### src/rtl/mult_div.sv
// Multi-cycle HI/LO unit: single-cycle multiply plus a 32-step restoring divider.
// Results are registered and held from one completed operation to the next.
`ifndef DATA_BUS
`define DATA_BUS 32
`endif

module mult_div (
  input  logic                 clk,
  input  logic                 rst,
  input  logic                 start,
  input  logic [1:0]           op,
  input  logic [`DATA_BUS-1:0] operand_a,
  input  logic [`DATA_BUS-1:0] operand_b,
  input  logic                 flush,
  output logic                 busy,
  output logic                 done,
  output logic                 hilo_write_en,
  output logic [`DATA_BUS-1:0] hi_result,
  output logic [`DATA_BUS-1:0] lo_result
);

  localparam logic [1:0] OP_MULT  = 2'b00;
  localparam logic [1:0] OP_MULTU = 2'b01;
  localparam logic [1:0] OP_DIV   = 2'b10;

  typedef enum logic [1:0] {IDLE, MUL, DIV, DONE} state_t;

  state_t                 state_q, state_d;
  logic [1:0]             op_q, op_d;
  logic [`DATA_BUS-1:0]   a_q, a_d;
  logic [`DATA_BUS-1:0]   b_q, b_d;
  logic [`DATA_BUS-1:0]   rem_q, rem_d;
  logic                   neg_quo_q, neg_quo_d;
  logic                   neg_rem_q, neg_rem_d;
  logic [4:0]             cnt_q, cnt_d;
  logic [`DATA_BUS-1:0]   hi_q, hi_d;
  logic [`DATA_BUS-1:0]   lo_q, lo_d;
  logic                   done_q, done_d;

  logic                   in_signed;
  logic [`DATA_BUS-1:0]   mag_a, mag_b;
  logic                   mul_signed;
  logic [2*`DATA_BUS-1:0] ext_a, ext_b, product;
  logic [`DATA_BUS:0]     shifted, diff;
  logic [`DATA_BUS-1:0]   quo_next, rem_next;

  // During DIV, a_q is the dividend shifting out and the quotient shifting in; b_q is |divisor|.
  always_comb begin
    in_signed  = (op == OP_DIV);
    mag_a      = (in_signed && operand_a[`DATA_BUS-1]) ? -operand_a : operand_a;
    mag_b      = (in_signed && operand_b[`DATA_BUS-1]) ? -operand_b : operand_b;

    mul_signed = (op_q == OP_MULT);
    ext_a      = {{`DATA_BUS{mul_signed & a_q[`DATA_BUS-1]}}, a_q};
    ext_b      = {{`DATA_BUS{mul_signed & b_q[`DATA_BUS-1]}}, b_q};
    product    = ext_a * ext_b;

    shifted    = {rem_q, a_q[`DATA_BUS-1]};
    diff       = shifted - {1'b0, b_q};
    if (!diff[`DATA_BUS]) begin
      rem_next = diff[`DATA_BUS-1:0];
      quo_next = {a_q[`DATA_BUS-2:0], 1'b1};
    end else begin
      rem_next = shifted[`DATA_BUS-1:0];
      quo_next = {a_q[`DATA_BUS-2:0], 1'b0};
    end
  end

  always_comb begin
    state_d   = state_q;
    op_d      = op_q;
    a_d       = a_q;
    b_d       = b_q;
    rem_d     = rem_q;
    neg_quo_d = neg_quo_q;
    neg_rem_d = neg_rem_q;
    cnt_d     = cnt_q;
    hi_d      = hi_q;
    lo_d      = lo_q;

    case (state_q)
      IDLE: begin
        if (start && !flush) begin
          op_d = op;
          cnt_d = 5'd0;
          rem_d = '0;
          if (op == OP_MULT || op == OP_MULTU) begin
            a_d = operand_a;
            b_d = operand_b;
            neg_quo_d = 1'b0;
            neg_rem_d = 1'b0;
            state_d = MUL;
          end else if (operand_b == '0) begin
            a_d = operand_a;
            b_d = operand_b;
            neg_quo_d = 1'b0;
            neg_rem_d = 1'b0;
            hi_d = operand_a;
            lo_d = '1;
            state_d = DONE;
          end else begin
            a_d = mag_a;
            b_d = mag_b;
            neg_quo_d = in_signed & (operand_a[`DATA_BUS-1] ^ operand_b[`DATA_BUS-1]);
            neg_rem_d = in_signed & operand_a[`DATA_BUS-1];
            state_d = DIV;
          end
        end
      end
      MUL: begin
        hi_d = product[2*`DATA_BUS-1:`DATA_BUS];
        lo_d = product[`DATA_BUS-1:0];
        state_d = DONE;
      end
      DIV: begin
        a_d = quo_next;
        rem_d = rem_next;
        cnt_d = cnt_q + 5'd1;
        if (cnt_q == 5'd31) begin
          lo_d = neg_quo_q ? -quo_next : quo_next;
          hi_d = neg_rem_q ? -rem_next : rem_next;
          state_d = DONE;
        end
      end
      DONE: begin
        state_d = IDLE;
      end
      default: begin
        state_d = IDLE;
      end
    endcase

    // A flush in DONE changes nothing: that write already belongs to a committed instruction.
    if (flush && state_q != DONE) begin
      state_d = IDLE;
      cnt_d = 5'd0;
      hi_d = hi_q;
      lo_d = lo_q;
    end

    done_d = (state_d == DONE);
  end

  always_ff @(posedge clk) begin
    if (rst) begin
      state_q   <= IDLE;
      op_q      <= 2'b00;
      a_q       <= '0;
      b_q       <= '0;
      rem_q     <= '0;
      neg_quo_q <= 1'b0;
      neg_rem_q <= 1'b0;
      cnt_q     <= 5'd0;
      hi_q      <= '0;
      lo_q      <= '0;
      done_q    <= 1'b0;
    end else begin
      state_q   <= state_d;
      op_q      <= op_d;
      a_q       <= a_d;
      b_q       <= b_d;
      rem_q     <= rem_d;
      neg_quo_q <= neg_quo_d;
      neg_rem_q <= neg_rem_d;
      cnt_q     <= cnt_d;
      hi_q      <= hi_d;
      lo_q      <= lo_d;
      done_q    <= done_d;
    end
  end

  assign busy = ~rst & ((state_q == IDLE && start && !flush) ||
                        state_q == MUL || state_q == DIV);
  assign done          = done_q & ~rst;
  assign hilo_write_en = done;
  assign hi_result     = hi_q;
  assign lo_result     = lo_q;

endmodule

### config.mk
export PLATFORM = sky130hd
export DESIGN_NAME = mult_div
export DESIGN_NICKNAME = d
export VERILOG_FILES = /design/src/rtl/mult_div.sv
export SDC_FILE = /design/constraint.sdc
export NUM_CORES = 2
export LEC_CHECK = 0
export ABC_AREA = 0
export CAP_MARGIN = 0
export CORE_MARGIN = 2
export CORE_UTILIZATION = 42
export CTS_BUF_LIST = sky130_fd_sc_hd__clkbuf_4 sky130_fd_sc_hd__clkbuf_8 sky130_fd_sc_hd__clkbuf_16
export CTS_CLUSTER_DIAMETER = 100
export DETAILED_ROUTE_END_ITERATION = 8
export PLACE_DENSITY = 0.62
export SLEW_MARGIN = 20
export SYNTH_ARGS = -nofsm -noshare
export SYNTH_HDL_FRONTEND = slang
export SYNTH_SLANG_ARGS = --single-unit
### constraint.sdc
create_clock -name clk -period 8.7 [get_ports clk]
set_input_delay 1.74 -clock clk [delete_from_list [all_inputs] [get_ports clk]]
set_output_delay 1.74 -clock clk [all_outputs]
set_load 0.05 [all_outputs]
* Word level (Yosys, flattened, before mapping)
Cells that the tools add are included.
Word-level totals: register bits after elaboration 172, bits of input ports 70, output and inout bits 67, logic and storage cells 95
Cells by class: add/sub/neg operators 6, multipliers 1, equal/unequal tests 12, mux-type cells 36, bitwise gates (word level) 9, reduce and logical (&&, ||, !) cells 20
Operators with widths (number):
- 2-to-1 mux 32 bit | 19
- case mux 32 bit (3 select lines) | 2
- negation 32 bit | 4
- case mux 32 bit (2 select lines) | 2
- multiplier 33 x 33 -> 64 bit | 1
- subtractor 33 x 32 -> 33 bit | 1
- zero test 32 bit | 1
- != test 2 bit, second input constant | 5
- case mux 5 bit (2 select lines) | 1
- == test 2 bit, second input constant | 4
- 2-to-1 mux 2 bit | 4
- case mux 2 bit (4 select lines) | 1
- AND 1 bit | 6
- logical AND 1 bit | 6
- zero test 2 bit | 3
- 2-to-1 mux 1 bit | 6
- AND reduction 6 bit | 1
- adder 5 x 1 -> 5 bit, second input constant | 1
- == test 5 bit, second input constant | 1
- 2-to-1 mux 5 bit | 1
- == test 2 x 1 -> 1 bit, second input constant | 2
- AND reduction 2 bit | 2
- logical OR 1 bit | 3
- nonzero test 3 bit | 1
- 5 further kinds | 6

* Logic depth before layout (Yosys ltp)
depth after elaboration 7, gate-level depth with buffers 33, gate-level depth less buffers 31

* Worst setup path after synthesis
Ideal clock, no wire load.
path kind flip-flop to flip-flop, from reg a_q[31], to reg hi_q[27] (netlist: hi_result[27]), library setup time 121 ps, arrival 8473 ps, data required time 8579 ps, path slack 106 ps, stages on the path, launching flop included 33, buffers on the path 1, period minus slack after synthesis 8594 ps, path through dfxtp_1 inv_1 nor3_1 clkbuf_1 nand2_1 inv_1 fa_1 inv_1 fa_1 inv_1 fa_1 fa_1 inv_1 fa_1 inv_1 fa_1 inv_1 fa_1 fa_1 inv_1 ha_1 a21oi_1 nor2b_1 o21ai_0 or3b_2 a21oi_1 nor2_1 o2111ai_1 nor2b_1 o21ai_0 xor2_1 a221oi_1 o21ai_1
Between the ends: cells in the longest elaborated chain, start to end 6, elaborated cells on any way between the ends 8, those cells by class 2 x add/sub; 1 x mul; 4 x mux; 1 x bitwise
RTL lines:
- start, declared | line 30 | logic [`DATA_BUS-1:0] a_q, a_d;
- start signal, assigned | line 148 | a_q <= '0;
- start signal, assigned | line 160 | a_q <= a_d;
- subtractor 33 x 32 -> 33 bit | line 59 | diff = shifted - {1'b0, b_q};
- 2-to-1 mux 32 bit | line 60 | if (!diff[`DATA_BUS]) begin
- negation 32 bit | line 121 | hi_d = neg_rem_q ? -rem_next : rem_next;
- 2-to-1 mux 32 bit | line 121
- 2-to-1 mux 32 bit | line 119 | if (cnt_q == 5'd31) begin
- case mux 32 bit (3 select lines) (*) | line 81 | case (state_q)
- end signal, assigned | line 166 | hi_q <= hi_d;
- end, declared | line 36 | logic [`DATA_BUS-1:0] hi_q, hi_d;
Mark *: on every way between the ends. The rest lies on a longest branch, timed or not. The select of a mux whose other input is x is not followed. A chain may end at the register's enable or synchronous reset.

* Worst setup path in the final report
from reg a_q[22], to reg hi_q[16] (netlist: hi_result[16])
Between the ends: cells in the longest elaborated chain, start to end 2
RTL lines:
- multiplier 33 x 33 -> 64 bit | line 56 | product = ext_a * ext_b;
- case mux 32 bit (3 select lines) | line 81
No other way between the ends.

==> impl.org <==
** Drt
- For this run, design rule violations remaining after detail routing come to 0.
- Wires add up to 164000 um.
- Antenna violation net count after detailed routing :: 0
- Overall via count from detail_route :: about 41000
- Per-cell via count in the routed design :: roughly 5.4
- Initial drt markers :: roughly 3400
- 1st-pass router iterations :: 6
- Wire per inst :: 21.5 um

** Setup path
- Startpoint kind of the worst setup timing path :: flip-flop
- At the worst endpoint, the required time is slightly above 9 ns.
- Crit path top cell by count :: fa_1
- The worst setup path is of the flip-flop to flip-flop kind.
- Largest stage delay on the critical path :: approximately 0.60 ns
- Critical path endpoint category :: flip-flop
- At the worst endpoint, the arrival time is a little under 9 ns.
- Slowest stage cell on the critical path :: dfxtp_1
- Along the worst path, the maximum fanout reaches 26.

** Floorplan
- Top-level I/O count :: between 100 and 150
- The die is approximately 350 um wide.
- The die covers between 100000 and 150000 sq um.
- The floorplan step defined a core boundary enclosing approximately 120000 sq um.
- Number of rows in the core area :: around 130
- From bottom edge to top edge, the die measures around 350 um.
- For this configuration, the core starts out at a cell density of 42.3%.

** Synth
- In this run the mean area of a mapped cell was 8.46 sq um.
- Cell taking the most area after synthesis :: fa_1
- Counting flops with a built-in enable in the synthesized netlist gives 0.
- Total of warnings raised by yosys :: 0
- Synthesis handed over a netlist of between 5000 and 6000 instances.
- Register area share after synthesis :: under 10%
- Post-synth ARST share :: 0%
- Most instantiated cells after synthesis :: inv_1 (1267), fa_1 (1126), nand2_1 (1035), clkbuf_1 (317), ha_1 (257)
- Syn Nets :: around 7400
- Of the post-synthesis cell area, the dominant cell type holds between 40% and 50%.
- In the post-synthesis netlist, the cell with the most instances is inv_1.
- Flop and latch count out of synthesis :: roughly 170
- Cell types occupying the most area after synthesis :: fa_1 (44%), inv_1 (9.4%), nand2_1 (7.7%)
- Cell area after synthesis :: 50700 sq um
- After synthesis, the netlist uses 95 different library cells.
- Among all flip-flop cells after synthesis, the most frequent one is dfxtp_1.

** Cells and area
- Layout cells sized above 1 :: 5.60%
- At the end of the flow the core is filled with cells to between 40% and 50%.
- Area added between synthesis and finish :: 9.41%
- NumNets Final :: 7423
- Post-route insts no fill :: 7600

** Timing
- Setup slack after layout :: approximately 0.26 ns
- Number of pins exceeding their max-slew limit in the final report :: 0
- For this run, the top clock speed supported by timing is around 0.12 GHz.
- Setup violations remaining at the end of the flow were counted as 0.
- For the final database, setup skew stands at 0.0178 ns.
- Min Tclk post-route :: roughly 8.4 ns
- Least-Margin Pin Slew :: about 1.1 ns
- Share of the clock period used by the worst path after layout :: 97.0%
- Measured against its own limit, the worst slew margin works out to 23.3%.
- The count of final hold-check violations is 0.
- Setup repair after global routing missed its margin :: yes

** Global route
- Total gr overflow :: 0
- Wire length of the first global-routing pass :: approximately 260000 um
- Antenna violations before repair :: 5
- Entering global routing, the biggest net connects 68 pins.
- All-Layer GR Usage :: 27.3%
- Number of global-route vias before repair :: about 43000

** Placed design
- GPL Wtd Cong :: 1.00
- Detailed placer's ending HPWL :: approximately 130000 um
- Port buffering added ~140 buffers.
- Count of placed standard cells including taps :: approximately 7600
- Place WS :: -0.139 ns

** Clock tree
- CTS H-tree depth :: 4
- Number of buffers between clock root and the deepest sink :: 2
- At the later pin of the worst-skew pair, clock insertion delay measures approximately 0.50 ns.
- Number of hold buffers added after CTS :: 0
- Clock tree synthesis inserted a total of 17 buffers.
- Clock-pin slew on the worst setup and hold paths :: 0.08 ns
- CTS tree :: yes
- Clock tree synthesis selected as its root buffer the cell clkbuf_16.
- CTS saw ~170 sinks.

** Power
- Worst VDD drop :: between 0.15 and 0.2 mV
- Leakage component of the power :: roughly 25 nW
- Power spread over the standard cell area amounts to between 80 and 90 nW/um^2.

** Outcome
- Outcome :: finished, final reports clean

** Job
- Max capacitance violation total :: 0

** Hold path
- The path class of the tightest hold or removal check is flip-flop to flip-flop.
-- final cells by class --
type                       instances  area (sq um)
tap                             1612          2020
fill                           11800         64400
multi-input combinational       4166         41100
sequential                       172          3450
antenna                            5          12.5
timing repair buffer             344          3470
clock buffer                      19           447
clock inverter                    13           171
inverter                        1269          4780
-- power by group --
part           internal (mW)  switching, mW  total, mW
clock network          0.448          0.424      0.872
logic                   1.14           2.03       3.17
registers              0.830         0.0587      0.889
-- per-layer routing --
metal	share of wire (%)	up-vias	track usage (%)
met5	0	-	0
met4	3.4	0	8.73
met3	7.4	251	4.51
met2	48	1562	45.1
met1	41	21300	36.5
li1	-	18200	-
-- cells in the final DEF, fill, tap and decap left out, types with 135 or more instances in the layout --
cell type,Yosys,layout
nand2_1,1035,1035
a21oi_1,201,199
buf_4,8,164
clkdlybuf4s50_1,0,135
dfxtp_1,172,167
ha_1,257,255
fa_1,1126,1122
inv_1,1267,1264
and2_1,221,220
nor2_1,250,249
-- logic make-up (layout without fill, tap and decap cells) --
kind of cell	Yosys count	in the layout	synth area share, %
AOI/OAI and AO/OA	754	754	10.0
xor gates and xnor gates	198	198	3.42
adders and majority gates	1383	1383	50.8
buffers and inverters	1654	1645	12.4
DFF	172	172	6.79
muxes	21	21	0.422
other	0	5	0
and+or+nand+nor	1810	1810	16.2
-- critical path, delay by kind of cell, from the launching register on --
kind            cells  cell delay [ns]
flops               1             0.60
fa+ha+maj           9             4.50
simple gates        4             0.63
compound gates      7             1.29
buf+inv             8             1.02
xor+xnor            1             0.29
-- final timing paths --
kind,from,endpoint,slack (ns),cells after the start
worst max-delay path,a_q[22],hi_result[16],0.26,29
worst min-delay path,hi_result[9],hi_result[9],0.45,2
worst max register to register,a_q[22],hi_result[16],0.26,29
worst min register to register,hi_result[9],hi_result[9],0.45,2
-- per-stage QoR --
stage	power, mW	TNS, ns	cell area (sq um)	hold slack, ns
after floorplan	2.81	0	50700	0.436
after global placement	4.01	-0.235	54700	0.442
after detailed placement	4.02	-0.301	54700	0.445
after CTS	4.92	0	55300	0.456
after global routing	5.26	-0.0722	55400	0.470
final	4.93	0	55500	0.453
-- state kept, by name, indices dropped and copies added, names as in the netlist --
signal / count
done_q: 1
neg_quo_q: 1
lo_result: 32
a_q: 32
op_q: 2
b_q: 32
state_q: 2
hi_result: 32
cnt_q: 5
neg_rem_q: 1
rem_q: 32
-- repair_timing --
action                                  in CTS  in global routing
gates resized for setup                      5                 26
setup buffers                                2                  3
pin swaps                                    0                  1
endpoints found under the setup margin       4                 25
No activity file was read; power rests on OpenSTA's default activity.
